$ cat src/rtl/regfile_pkg.sv
// regfile_pkg: shared definitions for the multi-port register file.
//   wr_size_e : sub-register write size encodings
//   lane_mask : maps a write size to a byte-lane enable mask
package regfile_pkg;

  // Widest register supported by lane_mask, expressed in byte lanes.
  localparam int MAX_LANES = 64;

  typedef enum logic [1:0] {
    SZ_B0   = 2'b00,  // bits [7:0]
    SZ_B1   = 2'b01,  // bits [15:8]
    SZ_W    = 2'b10,  // bits [15:0]
    SZ_FULL = 2'b11   // all bits
  } wr_size_e;

  // Bit l of the result enables byte lane l. Callers truncate the result
  // to their own lane count.
  function automatic logic [MAX_LANES-1:0] lane_mask(input logic [1:0] size,
                                                     input int nlanes);
    logic [MAX_LANES-1:0] m;
    m = '0;
    case (size)
      SZ_B0:   m[0] = 1'b1;
      SZ_B1:   m[1] = 1'b1;
      SZ_W:    m[1:0] = 2'b11;
      default: m = {MAX_LANES{1'b1}} >> (MAX_LANES - nlanes);
    endcase
    return m;
  endfunction

endpackage

$ cat src/rtl/regfile_lane_merge.sv
// regfile_lane_merge: byte-lane merge of one write port onto a register value.
//   old_val in  WIDTH  value before this port's write
//   data    in  WIDTH  right-aligned write data
//   size    in  2      write size (wr_size_e encoding)
//   merged  out WIDTH  old_val with the selected lanes replaced
module regfile_lane_merge
  import regfile_pkg::*;
#(
  parameter int WIDTH = 32
) (
  input  logic [WIDTH-1:0] old_val,
  input  logic [WIDTH-1:0] data,
  input  logic [1:0]       size,
  output logic [WIDTH-1:0] merged
);

  localparam int NL = WIDTH / 8;

  logic [WIDTH-1:0] aligned;
  logic [NL-1:0]    mask;

  always_comb begin
    // A high-byte write carries its byte in data[7:0]; steer it to lane 1.
    aligned = data;
    if (size == SZ_B1) aligned[15:8] = data[7:0];
    mask   = NL'(lane_mask(size, NL));
    merged = old_val;
    for (int l = 0; l < NL; l++) begin
      if (mask[l]) merged[l*8 +: 8] = aligned[l*8 +: 8];
    end
  end

endmodule

$ cat src/rtl/regfile_mp.sv
// regfile_mp: parametrised multi-port register file with sub-register writes.
//   clk      in   1          rising-edge clock
//   rst      in   1          asynchronous active-high reset
//   wr_en    in   NWR        per-port write enable
//   wr_addr  in   NWR*AW     per-port register index
//   wr_size  in   NWR*2      per-port write size (wr_size_e)
//   wr_data  in   NWR*WIDTH  per-port right-aligned write data
//   rd_addr  in   NRD*AW     per-port read index
//   rd_data  out  NRD*WIDTH  per-port combinational read data
//   wr_conf  out  1          two enabled ports hit one address on the last edge
// Build option: define REGFILE_BYPASS_EN to forward same-cycle writes to reads.
module regfile_mp
  import regfile_pkg::*;
#(
  parameter int               NREGS     = 8,
  parameter int               WIDTH     = 32,
  parameter int               NRD       = 2,
  parameter int               NWR       = 2,
  parameter logic [WIDTH-1:0] RESET_VAL = '0,
  localparam int              AW        = $clog2(NREGS)
) (
  input  logic                 clk,
  input  logic                 rst,
  input  logic [NWR-1:0]       wr_en,
  input  logic [NWR*AW-1:0]    wr_addr,
  input  logic [NWR*2-1:0]     wr_size,
  input  logic [NWR*WIDTH-1:0] wr_data,
  input  logic [NRD*AW-1:0]    rd_addr,
  output logic [NRD*WIDTH-1:0] rd_data,
  output logic                 wr_conf
);

  logic [WIDTH-1:0] regs_q   [NREGS];
  logic [WIDTH-1:0] regs_d   [NREGS];
  logic [WIDTH-1:0] port_val [NWR];
  logic [NREGS-1:0] wr_dec   [NWR];
  logic             wr_conf_d;
  logic             wr_conf_q;

  // One-hot target register per write port, zero when the port is idle.
  always_comb begin
    for (int p = 0; p < NWR; p++) begin
      wr_dec[p] = '0;
      if (wr_en[p]) wr_dec[p][wr_addr[p*AW +: AW]] = 1'b1;
    end
  end

  // Merge chain: port p starts from the result of the highest lower-numbered
  // enabled port aimed at the same register, or from the register itself.
  // Its own output is therefore the full merge of ports 0..p for that
  // register, so the highest-numbered port wins every lane it touches.
  for (genvar p = 0; p < NWR; p++) begin : g_wp
    logic [AW-1:0]    addr;
    logic [WIDTH-1:0] old_v;
    logic [WIDTH-1:0] new_v;

    assign addr = wr_addr[p*AW +: AW];

    if (p == 0) begin : g_head
      assign old_v = regs_q[addr];
    end else begin : g_link
      for (genvar q = 0; q < p; q++) begin : g_prev
        logic             hit;
        logic [WIDTH-1:0] v;
        assign hit = wr_en[q] && (g_wp[q].addr == addr);
        if (q == 0) begin : g_base
          assign v = hit ? g_wp[0].new_v : regs_q[addr];
        end else begin : g_step
          assign v = hit ? g_wp[q].new_v : g_prev[q-1].v;
        end
      end
      assign old_v = g_prev[p-1].v;
    end

    regfile_lane_merge #(.WIDTH(WIDTH)) u_merge (
      .old_val (old_v),
      .data    (wr_data[p*WIDTH +: WIDTH]),
      .size    (wr_size[p*2 +: 2]),
      .merged  (new_v)
    );

    assign port_val[p] = new_v;
  end

  // Next register contents and conflict detection.
  always_comb begin
    for (int r = 0; r < NREGS; r++) begin
      regs_d[r] = regs_q[r];
      for (int p = 0; p < NWR; p++) begin
        if (wr_dec[p][r]) regs_d[r] = port_val[p];
      end
    end
    wr_conf_d = 1'b0;
    for (int p = 0; p < NWR; p++) begin
      for (int q = p + 1; q < NWR; q++) begin
        if (|(wr_dec[p] & wr_dec[q])) wr_conf_d = 1'b1;
      end
    end
  end

  always_ff @(posedge clk or posedge rst) begin
    if (rst) begin
      for (int r = 0; r < NREGS; r++) regs_q[r] <= RESET_VAL;
      wr_conf_q <= 1'b0;
    end else begin
      for (int r = 0; r < NREGS; r++) regs_q[r] <= regs_d[r];
      wr_conf_q <= wr_conf_d;
    end
  end

  assign wr_conf = wr_conf_q;

  // Read muxes. The forward path is suppressed during reset so reads show
  // the reset contents rather than a write that is about to be dropped.
  always_comb begin
    rd_data = '0;
    for (int q = 0; q < NRD; q++) begin
      rd_data[q*WIDTH +: WIDTH] = regs_q[rd_addr[q*AW +: AW]];
`ifdef REGFILE_BYPASS_EN
      if (!rst) begin
        for (int p = 0; p < NWR; p++) begin
          if (wr_dec[p][rd_addr[q*AW +: AW]]) rd_data[q*WIDTH +: WIDTH] = port_val[p];
        end
      end
`else
`endif
    end
  end

endmodule

$ cat config.mk
export PLATFORM = sky130hd
export DESIGN_NAME = regfile_mp
export DESIGN_NICKNAME = d
export VERILOG_FILES = /design/src/rtl/regfile_pkg.sv /design/src/rtl/regfile_lane_merge.sv /design/src/rtl/regfile_mp.sv
export SDC_FILE = /design/constraint.sdc
export NUM_CORES = 1
export LEC_CHECK = 0
export CORE_MARGIN = 2
export CORE_UTILIZATION = 45
export CTS_BUF_LIST = sky130_fd_sc_hd__clkbuf_2
export CTS_CLUSTER_SIZE = 25
export DETAILED_ROUTE_END_ITERATION = 12
export GPL_TIMING_DRIVEN = 1
export PLACE_DENSITY = 0.63
export SETUP_SLACK_MARGIN = 0.5
export SLEW_MARGIN = 25
export SYNTH_ARGS = -nofsm -noshare
export SYNTH_HDL_FRONTEND = slang
export SYNTH_HIERARCHICAL = 1
export SYNTH_SLANG_ARGS = --single-unit
$ cat constraint.sdc
create_clock -name clk -period 8.2 [get_ports clk]
set_clock_uncertainty 0.05 [all_clocks]
set_input_delay 1.23 -clock clk [delete_from_list [all_inputs] [get_ports clk]]
set_output_delay 1.23 -clock clk [all_outputs]
set_load 0.02 [all_outputs]
==> metrics.txt, run 1 <==
Synth area leader=dfrtp_1; Yosys reg bits=257; clock-pin transition on the worst setup and hold timing paths=0.09 ns; YS warnings=6; critical path type=in -> out; TritonRoute pass-1 iters=6; RSZ-0062 raised after global routing=false; Die Y=around 220 um; first-pass GRT wire length=110000 um; Routed WL per cell=28.1 um; post-DP HPWL=43100 um; post-route setup TNS=0 ns; Data arrival, critical path=~4 ns; Placed Cells incl. Taps=2507; worst path cell trace=buf_4, buf_4, mux4_2, mux2_2, clkdlybuf4s50_1; Synth Area in Compound Gates=about a tenth; IO Pins=149; post-synth cell types=39; share of the synthesized area in the top cell type=29.8%; combinational share of power=44.1%; number of antenna-violating nets in the routed design=0; number of global-route vias before repair=17100; slew margin rel.=24.0%; Final setup viols=0; # DRC=0; post-CTS sizing=0; Layout area overhead=8.74%; Worst path max stage delay=0.75 ns; initial antenna violation count=1; port bufs=148; crit path time final=5.26 ns; CTS Buf Count=76; clock sink count=257; Sw Share=39.9%; leakage=around 10 nW; crit-path leading delay family=buffers and inverters; number of vias per cell=6.51; CP Buf/Inv Count=3; Post-Synth Simple-Gate Area=6.84%; Max-Cap Viols=0; Iter 0 DRT Violations=1818; Cell Int Power=approximately 3.6 mW; Max IR drop VDD=0.000127 V; GPL Wtd Cong=0.872; synth top area cells=dfrtp_1 (30%), mux4_2 (20%), mux2i_1 (20%); hold_sp=regs_q[255]; Starting Density=45.4%; hold buffer count at CTS=0; Mapped Cells=1956; Max Fclk=0.190 GHz; sequential share of power=37.4%; Startpoint Class=input pin; nets@finish=2055; worst r2r src=regs_q[142]; post-synthesis mux area share=46.7%; Longest Clk Path Bufs=3; Worst Max-Slew Pin Slew=1.14 ns; period utilization=around 64%; reg2reg setup slack=4.84 ns; Global Route Usage Sum=between 20 and 30%; CTS H-tree lvls=3; Synth Net Count=~2000; Hold Crit Class=reg -> reg; clk_lat worst skew=0.98 ns; Synth Area in XOR/XNOR=0.122%; CP max FO=47; Seq/Total Area, Yosys=between 20% and 30%; fin. max-slew vios=0; DR vias=~17000; Worst Path Required=6.92 ns; Crit. Startpoint=rd_addr[0]; Routed WL=74400 um; largest net degree at the start of global routing=approximately 180; status=finished, final reports clean; Net Switching=2.36 mW; Critical Path Sink Type=output pin; layout cells sized above 1=~25%; Crit path top cell by count=buf_4; die width=223 um; slowest CP cell=buf_4; clock share of power=between 10% and 20%; PwrDens=252 nW/um^2; Synth Area in Adders=0%; Mapped Avg Cell Area=11.0 sq um; filler instances=4270; TritonCTS clock tree=built; Setup Fix Bufs, Post-CTS=0; number of cell rows=80; synthesized area=around 22000 sq um; largest family of logic cells by synthesized area=multiplexers; CTS root buf=clkbuf_2; Fin. Hold Viols=0; full die area=49700 sq um; Core Region=47500 sq um; total grt overflow=0; Finished Layout Cells=2649
==> placed cells by master (no fill, tap or decap), types with 78 or more instances in the layout <==
cell / netlist / final
mux2_2: 78 / 78
dfrtp_1: 257 / 257
nor2_1: 163 / 163
clkdlybuf4s50_1: 0 / 138
clkbuf_2: 3 / 114
nand2_1: 148 / 148
o21ai_0: 103 / 103
a21oi_1: 162 / 162
mux2i_1: 424 / 424
mux4_2: 196 / 196
==> through the flow <==
| stage | total power [mW] | cell area (sq um) | utilization, % | hold slack, ns | setup slack (ns) |
|---|---|---|---|---|---|
| final | 5.92 | 23500 | 49.4 | 0.582 | 2.94 |
| after global routing | 6.23 | 23500 | 49.4 | 0.620 | 2.84 |
| after CTS | 5.90 | 23400 | 49.3 | 0.588 | 2.93 |
| after detailed placement | 4.80 | 22700 | 47.7 | 0.566 | 2.37 |
| after global placement | 4.71 | 22700 | 47.7 | 0.551 | 2.54 |
| after floorplan | 4.02 | 21600 | - | 0.513 | 3.53 |
==> worst reg2reg max path, delay by kind of cell, from the launching register on <==
kind	cells	cell delay [ns]
AOI/OAI and AO/OA	6	2.22
DFF	1	0.44
muxes	3	0.33
and+or+nand+nor	2	0.22
==> state kept, by name, summed over array words and instances, names as in the netlist <==
name,cells
regs_q,256
wr_conf,1
==> cells by family (layout without fill, tap and decap cells) <==
kind of cell | after synthesis | after routing
AOI/OAI and AO/OA | 370 | 370
xor gates and xnor gates | 3 | 3
buffers and inverters | 252 | 328
DFF | 257 | 257
muxes | 734 | 734
other | 0 | 2
and+or+nand+nor | 340 | 340
==> power groups by stage <==
stage / clock (mW) / combinational, mW / sequential [mW]
floorplan: 0 / 1.99 / 2.03
global placement: 0 / 2.55 / 2.16
detailed placement: 0 / 2.59 / 2.20
CTS: 1.11 / 2.60 / 2.18
global route: 1.18 / 2.78 / 2.27
finish: 1.09 / 2.61 / 2.21
==> cell type report <==
class	instances	area [sq um]	share of cell area, %
Timing Repair Buffer	188	1790	7.61
Sequential cell	257	6430	27.4
Tap cell	615	769	3.28
Antenna cell	2	5.00	0.0213
Clock inverter	25	173	0.736
Inverter	1	7.51	0.0320
Clock buffer	114	571	2.43
Multi-Input combinational cell	1447	13700	58.5
==> synthesized netlist by cell type, drive strengths merged <==
cell	count
a21oi	162
a2bb2oi	1
and4bb	3
buf	177
clkbuf	74
dfrtp	257
inv	1
mux2	114
mux2i	424
mux4	196
nand2	150
nand2b	8
nand3	1
nand4	3
nand4b	4
nor2	166
nor2b	1
nor4b	1
nor4bb	1
o21ai	144
o221ai	31
o22a	30
o22ai	1
o2bb2ai	1
or2	2
xnor2	3
==> path summary, 6_finish.rpt <==
path | depth (start not counted) | to
setup / recovery | 5 | rd_data[7]
hold / removal | 2 | regs_q[255]
setup reg to reg | 11 | regs_q[78]
hold reg to reg | 2 | regs_q[255]
max in group asynchronous | 5 | regs_q[204]
min in group asynchronous | 3 | regs_q[250]
==> metal layers <==
layer	part of all wire (%)	up-vias	track usage [%]
met5	0	-	0
met4	4.1	0	12.8
met3	9.5	206	6.02
met2	47	1066	46.7
met1	40	8576	39.7
li1	-	7394	-
Note: power is estimated with default switching activity, not from simulation.
==> run 2: changes to the inputs <==
==> constraint.sdc (replaced) <==
create_clock -name clk -period 4.35 [get_ports clk]
set_clock_uncertainty 0.05 [all_clocks]
set_input_delay 0.6525 -clock clk [delete_from_list [all_inputs] [get_ports clk]]
set_output_delay 0.6525 -clock clk [all_outputs]
set_load 0.02 [all_outputs]
==> run 2 against run 1 <==
Effect of this change: worst hold slack lost 0.20 ns; first-iteration DRC count grew 9.2%; via count grew 2.3%; die area is the same; final cell count grew 1.5%; largest power group unchanged; power grew 87%; critical path type is now reg -> out; combinational power grew 90%; non-clock buffer count grew 44; highest routed layer unchanged.
==> metrics.txt, run 2 (synthesis gave the netlist of run 1 again) <==
status=finished, final reports clean; DR vias=17600 (+2.3%); Layout area overhead=11.0%; RSZ-0062 raised after global routing=false; post-DP HPWL=46500 um (+7.9%); IO Pins=149 (unchanged); TritonRoute pass-1 iters=5 (-1); Critical Path Sink Type=output pin; clk_lat worst skew=1.08 ns (+0.10 ns); slew margin rel.=27.6% (+3.6 points); Routed WL=74300 um (-0.24%); die width=223 um (unchanged); Pwr Total=11.0 mW (+87%); port bufs=148 (unchanged); Worst Max-Slew Pin Slew=1.08 ns (-0.0570 ns); TritonCTS clock tree=built; Max Fclk=0.276 GHz; largest net degree at the start of global routing=71 (-60%); leakage=10.3 nW (+2.4%); Fin. Hold Viols=0 (unchanged); Global Route Usage Sum=29.9% (+0.31 points); post-CTS sizing=0 (unchanged); layout cells sized above 1=25.8% (+1.2 points); Biggest register=regs_q; Routed WL per cell=27.6 um (-1.7%); Data arrival, critical path=2.92 ns (-1.06 ns); number of cell rows=80 (unchanged); total grt overflow=0 (unchanged); number of antenna-violating nets in the routed design=0 (unchanged); GPL Wtd Cong=0.898 (+2.9%); Iter 0 DRT Violations=1986 (+9.2%); critical path type=reg -> out; clock sink count=257 (unchanged); Starting Density=45.4% (unchanged); PwrDens=460 nW/um^2 (+83%); full die area=49700 sq um (unchanged); Longest Clk Path Bufs=3 (unchanged); fin. max-slew vios=0 (unchanged); CP max FO=5 (-89%); max reg flops=256 (unchanged); nets@finish=2100 (+2.2%); CTS root buf=clkbuf_2; post-route setup TNS=0 ns (unchanged); Worst Path Required=3.65 ns (-3.27 ns); initial antenna violation count=3 (+2); commonest cells after routing, fill and taps aside=mux2i_1 (424), dfrtp_1 (257), mux4_2 (196); Setup Fix Bufs, Post-CTS=0 (unchanged); period utilization=a little over four fifths; Startpoint Class=flip-flop; # DRC=0 (unchanged); Max IR drop VDD=0.000220 V (+74%); number of vias per cell=6.56 (+0.78%); most common library cell in the layout ignoring fill and taps=mux2i_1; crit path time final=3.62 ns; clock-pin transition on the worst setup and hold timing paths=0.11 ns (+0.02 ns); CTS Buf Count=77 (+1.3%); Final setup viols=0 (unchanged); number of global-route vias before repair=17400 (+2.0%); Die Y=223 um (unchanged); hold buffer count at CTS=0 (unchanged); first-pass GRT wire length=111000 um (+1.4%); Hold Crit Class=in -> reg; Max-Cap Viols=0 (unchanged); Core Region=47500 sq um (unchanged); CTS H-tree lvls=3 (unchanged)
run 2: changes by cell type in the layout (fill, tap and decap cells not counted), sizes merged:
cell	before	now
bufinv	3	1
dlygate4sd3	0	1
clkbuf	114	104
buf	50	93
diode	2	6
clkinvlp	1	2
clkinv	21	23
inv	1	2
run 2: layout make-up:
type	count	area, sq um
Sequential cell	257	6430
Clock inverter	27	133
Inverter	1	7.51
Timing Repair Buffer	232	2360
Antenna cell	6	15.0
Clock buffer	104	520
Tap cell	615	769
Multi-Input combinational cell	1447	13700
Fill cell	4241	23600
run 2: worst paths after layout:
| check | startpoint | slack [ns] | end | cells past startpoint |
|---|---|---|---|---|
| max | regs_q[9] | 0.73 | rd_data[41] | 3 |
| min in group asynchronous | rst | 0.48 | regs_q[56] | 3 |
| max reg2reg | regs_q[75] | 1.56 | regs_q[43] | 12 |
| min | wr_data[52] | 0.38 | regs_q[180] | 4 |
| max in group asynchronous | rst | 2.80 | regs_q[191] | 5 |
| min reg2reg | regs_q[244] | 0.58 | regs_q[244] | 2 |
run 2: metrics by stage:
step                      hold WS, ns  area [sq um]  setup WS [ns]  util [%]  std cells
after floorplan                 0.513         21600          0.262         -       1956
after global placement          0.546         23300          0.598      48.9       2550
after detailed placement        0.559         23300          0.444      48.9       2550
after CTS                      0.0784         23900          0.661      50.3       2681
after global routing            0.313         24000          0.620      50.4       2688
final                           0.379         24000          0.731      50.4       2689
run 2: metal layers:
layer | track usage, % | vias to the layer above | wire length (um)
met5 | 0 | - | 0
met4 | 12.6 | 0 | 2940
met3 | 6.52 | 199 | 7080
met2 | 46.6 | 1106 | 34200
met1 | 40.4 | 8825 | 30000
li1 | - | 7508 | -
run 2: worst max-delay path: stages (launching register included):
cell             delay (ns)
dfrtp_1                0.45
mux4_2                 0.49
mux2_2                 0.32
clkdlybuf4s50_1        0.56
run 2: where the power goes:
group          switching, mW  internal [mW]
Clock                   1.20          0.704
Combinational           2.23           2.73
Sequential              1.02           3.15
Total                   4.45           6.58
==> run 3: changes to the inputs <==
--- a/config.mk
+++ b/config.mk
@@ -11,7 +11,7 @@
 export CTS_CLUSTER_SIZE = 25
 export DETAILED_ROUTE_END_ITERATION = 12
 export GPL_TIMING_DRIVEN = 1
-export PLACE_DENSITY = 0.63
+export PLACE_DENSITY = 0.61
 export SETUP_SLACK_MARGIN = 0.5
 export SLEW_MARGIN = 25
 export SYNTH_ARGS = -nofsm -noshare
==> constraint.sdc (replaced) <==
create_clock -name clk -period 3.53 [get_ports clk]
set_clock_uncertainty 0.05 [all_clocks]
set_input_delay 0.5295 -clock clk [delete_from_list [all_inputs] [get_ports clk]]
set_output_delay 0.5295 -clock clk [all_outputs]
set_load 0.02 [all_outputs]
==> run 3 against run 2 <==
Effect of this change: setup slack worse by 0.21 ns; critical endpoint is now rd_data[10]; clock-buffer cell count up 4; clock power up 17%.
==> metrics.txt, run 3 (synthesis gave the netlist of run 1 again) <==
clock sink count=257 (unchanged); Net Switching=5.69 mW (+28%); largest net degree at the start of global routing=59 (-17%); crit path time final=3.01 ns; number of global-route vias before repair=18300 (+5.0%); Biggest register=regs_q; hold_ws=0.254 ns (-0.125 ns); first-pass GRT wire length=116000 um (+4.7%); Fin. Hold Viols=0 (unchanged); Cell Int Power=8.67 mW (+32%); TritonCTS clock tree=built; GPL Wtd Cong=0.880 (-2.0%); Startpoint Class=flip-flop; sequential share of power=35.0% (-2.7 points); PwrDens=564 nW/um^2 (+22%); Core Region=47500 sq um (unchanged); CTS root buf=clkbuf_2; DR vias=18400 (+4.2%); RSZ-0062 raised after global routing=true; Iter 0 DRT Violations=1946 (-2.0%); max reg flops=256 (unchanged); Global Route Usage Sum=31.5% (+1.6 points); port bufs=148 (unchanged); number of antenna-violating nets in the routed design=0 (unchanged); Sw Share=39.6% (-0.72 points); clock share of power=15.5% (-1.8 points); nets@finish=2282 (+8.7%); Final setup viols=0 (unchanged); Die Y=223 um (unchanged); Longest Clk Path Bufs=3 (unchanged); post-route setup TNS=0 ns (unchanged); post-DP HPWL=49100 um (+5.5%); slew margin rel.=41.5% (+14 points); Routed WL=78500 um (+5.7%); number of cell rows=80 (unchanged); status=finished, final reports clean; CTS H-tree lvls=3 (unchanged); Starting Density=45.4% (unchanged); Max-Cap Viols=0 (unchanged); total grt overflow=0 (unchanged); fin. max-slew vios=0 (unchanged); Hold Crit Class=in -> reg; Critical Path Sink Type=output pin; Layout area overhead=18.0%; period utilization=a little under nine tenths; full die area=49700 sq um (unchanged); # DRC=0 (unchanged); combinational share of power=49.4% (+4.4 points); Max Fclk=0.333 GHz; clk_lat worst skew=1.02 ns (-0.06 ns); Worst Max-Slew Pin Slew=0.875 ns (-0.208 ns); Routed WL per cell=27.4 um (-0.92%); CP max FO=5 (unchanged); Worst Path Required=2.95 ns (-0.70 ns); initial antenna violation count=2 (-1); Max IR drop VDD=0.000292 V (+33%); number of vias per cell=6.41 (-2.3%); commonest cells after routing, fill and taps aside=mux2i_1 (424), dfrtp_1 (256), buf_4 (241); IO Pins=149 (unchanged); CTS Buf Count=75 (-2.6%); most common library cell in the layout ignoring fill and taps=mux2i_1; layout cells sized above 1=34.7% (+8.9 points); leakage=11.4 nW (+11%); critical path type=reg -> out; die width=223 um (unchanged); TritonRoute pass-1 iters=6 (+1); clock-pin transition on the worst setup and hold timing paths=0.11 ns (about the same); Data arrival, critical path=2.43 ns (-0.49 ns)
==> run 3: cell count changes in the layout (fill, tap and decap cells not counted), moves of 4 or more <==
cell             before  now
buf_6                 1   33
buf_2                 3   32
buf_4                67  241
clkbuf_2            104  108
mux2_4               36   70
mux2_2               78   44
diode_2               6    1
clkdlybuf4s50_1     138   74
buf_12               22   34
==> run 3: final timing paths <==
kind,startpoint,endpoint,slack [ns],cells after the start
min in group asynchronous,rst,regs_q[247],0.40,3
worst max register to register,regs_q[191],regs_q[31],1.05,8
worst min register to register,regs_q[165],regs_q[165],0.57,2
max in group asynchronous,rst,regs_q[211],2.19,5
worst min-delay path,wr_addr[3],wr_conf,0.25,5
worst max-delay path,regs_q[74],rd_data[10],0.52,3
==> run 3: what timing repair did <==
item,in CTS,in global routing
setup buffers,125,4
gates resized for setup,353,5
hold buffers,2,0
pin swaps,0,0
hold endpoints to repair,15,0
setup endpoints to repair,64,9
==> run 3: power groups by stage <==
stage / logic, mW / registers, mW / clock network (mW)
6_report: 7.10 / 5.03 / 2.23
5_1_grt: 7.59 / 5.15 / 2.43
4_1_cts: 7.02 / 4.95 / 2.30
3_5_place_dp: 6.21 / 5.14 / 0
3_3_place_gp: 6.09 / 5.05 / 0
2_1_floorplan: 4.63 / 4.71 / 0
==> run 3: metrics by stage <==
stage               std cells  util, %  cell area [sq um]  total power [mW]  worst slack (ns)
floorplan                1956        -              21600              9.34            -0.435
global placement         2605     50.1              23800              11.1             0.190
detailed placement       2605     50.1              23800              11.4             0.128
CTS                      2863     53.5              25400              14.3             0.429
global route             2868     53.6              25500              15.2             0.461
finish                   2868     53.6              25500              14.4             0.524
==> run 3: worst max-delay path, cell delays in order, from the launching register on <==
cell and delay [ns]:
dfrtp_1 0.45, mux4_2 0.49, mux2_4 0.32, buf_6 0.14
==> run 3: routing by layer <==
| metal | global-route usage (%) | vias to the layer above | wire length, um |
|---|---|---|---|
| met2 | 50.3 | 1105 | 36800 |
| li1 | - | 7862 | - |
| met4 | 14.6 | 2 | 3290 |
| met3 | 6.69 | 203 | 7690 |
| met1 | 41.2 | 9214 | 30600 |
| met5 | 0 | - | 10 |
==> run 3: final cells by class <==
cell class	instances	area, sq um
multi-input combinational	1447	13900
tap	615	769
sequential	257	6430
inverter	1	7.51
fill	4178	22100
clock inverter	23	86.3
clock buffer	108	541
antenna	1	2.50
timing repair buffer	416	3780
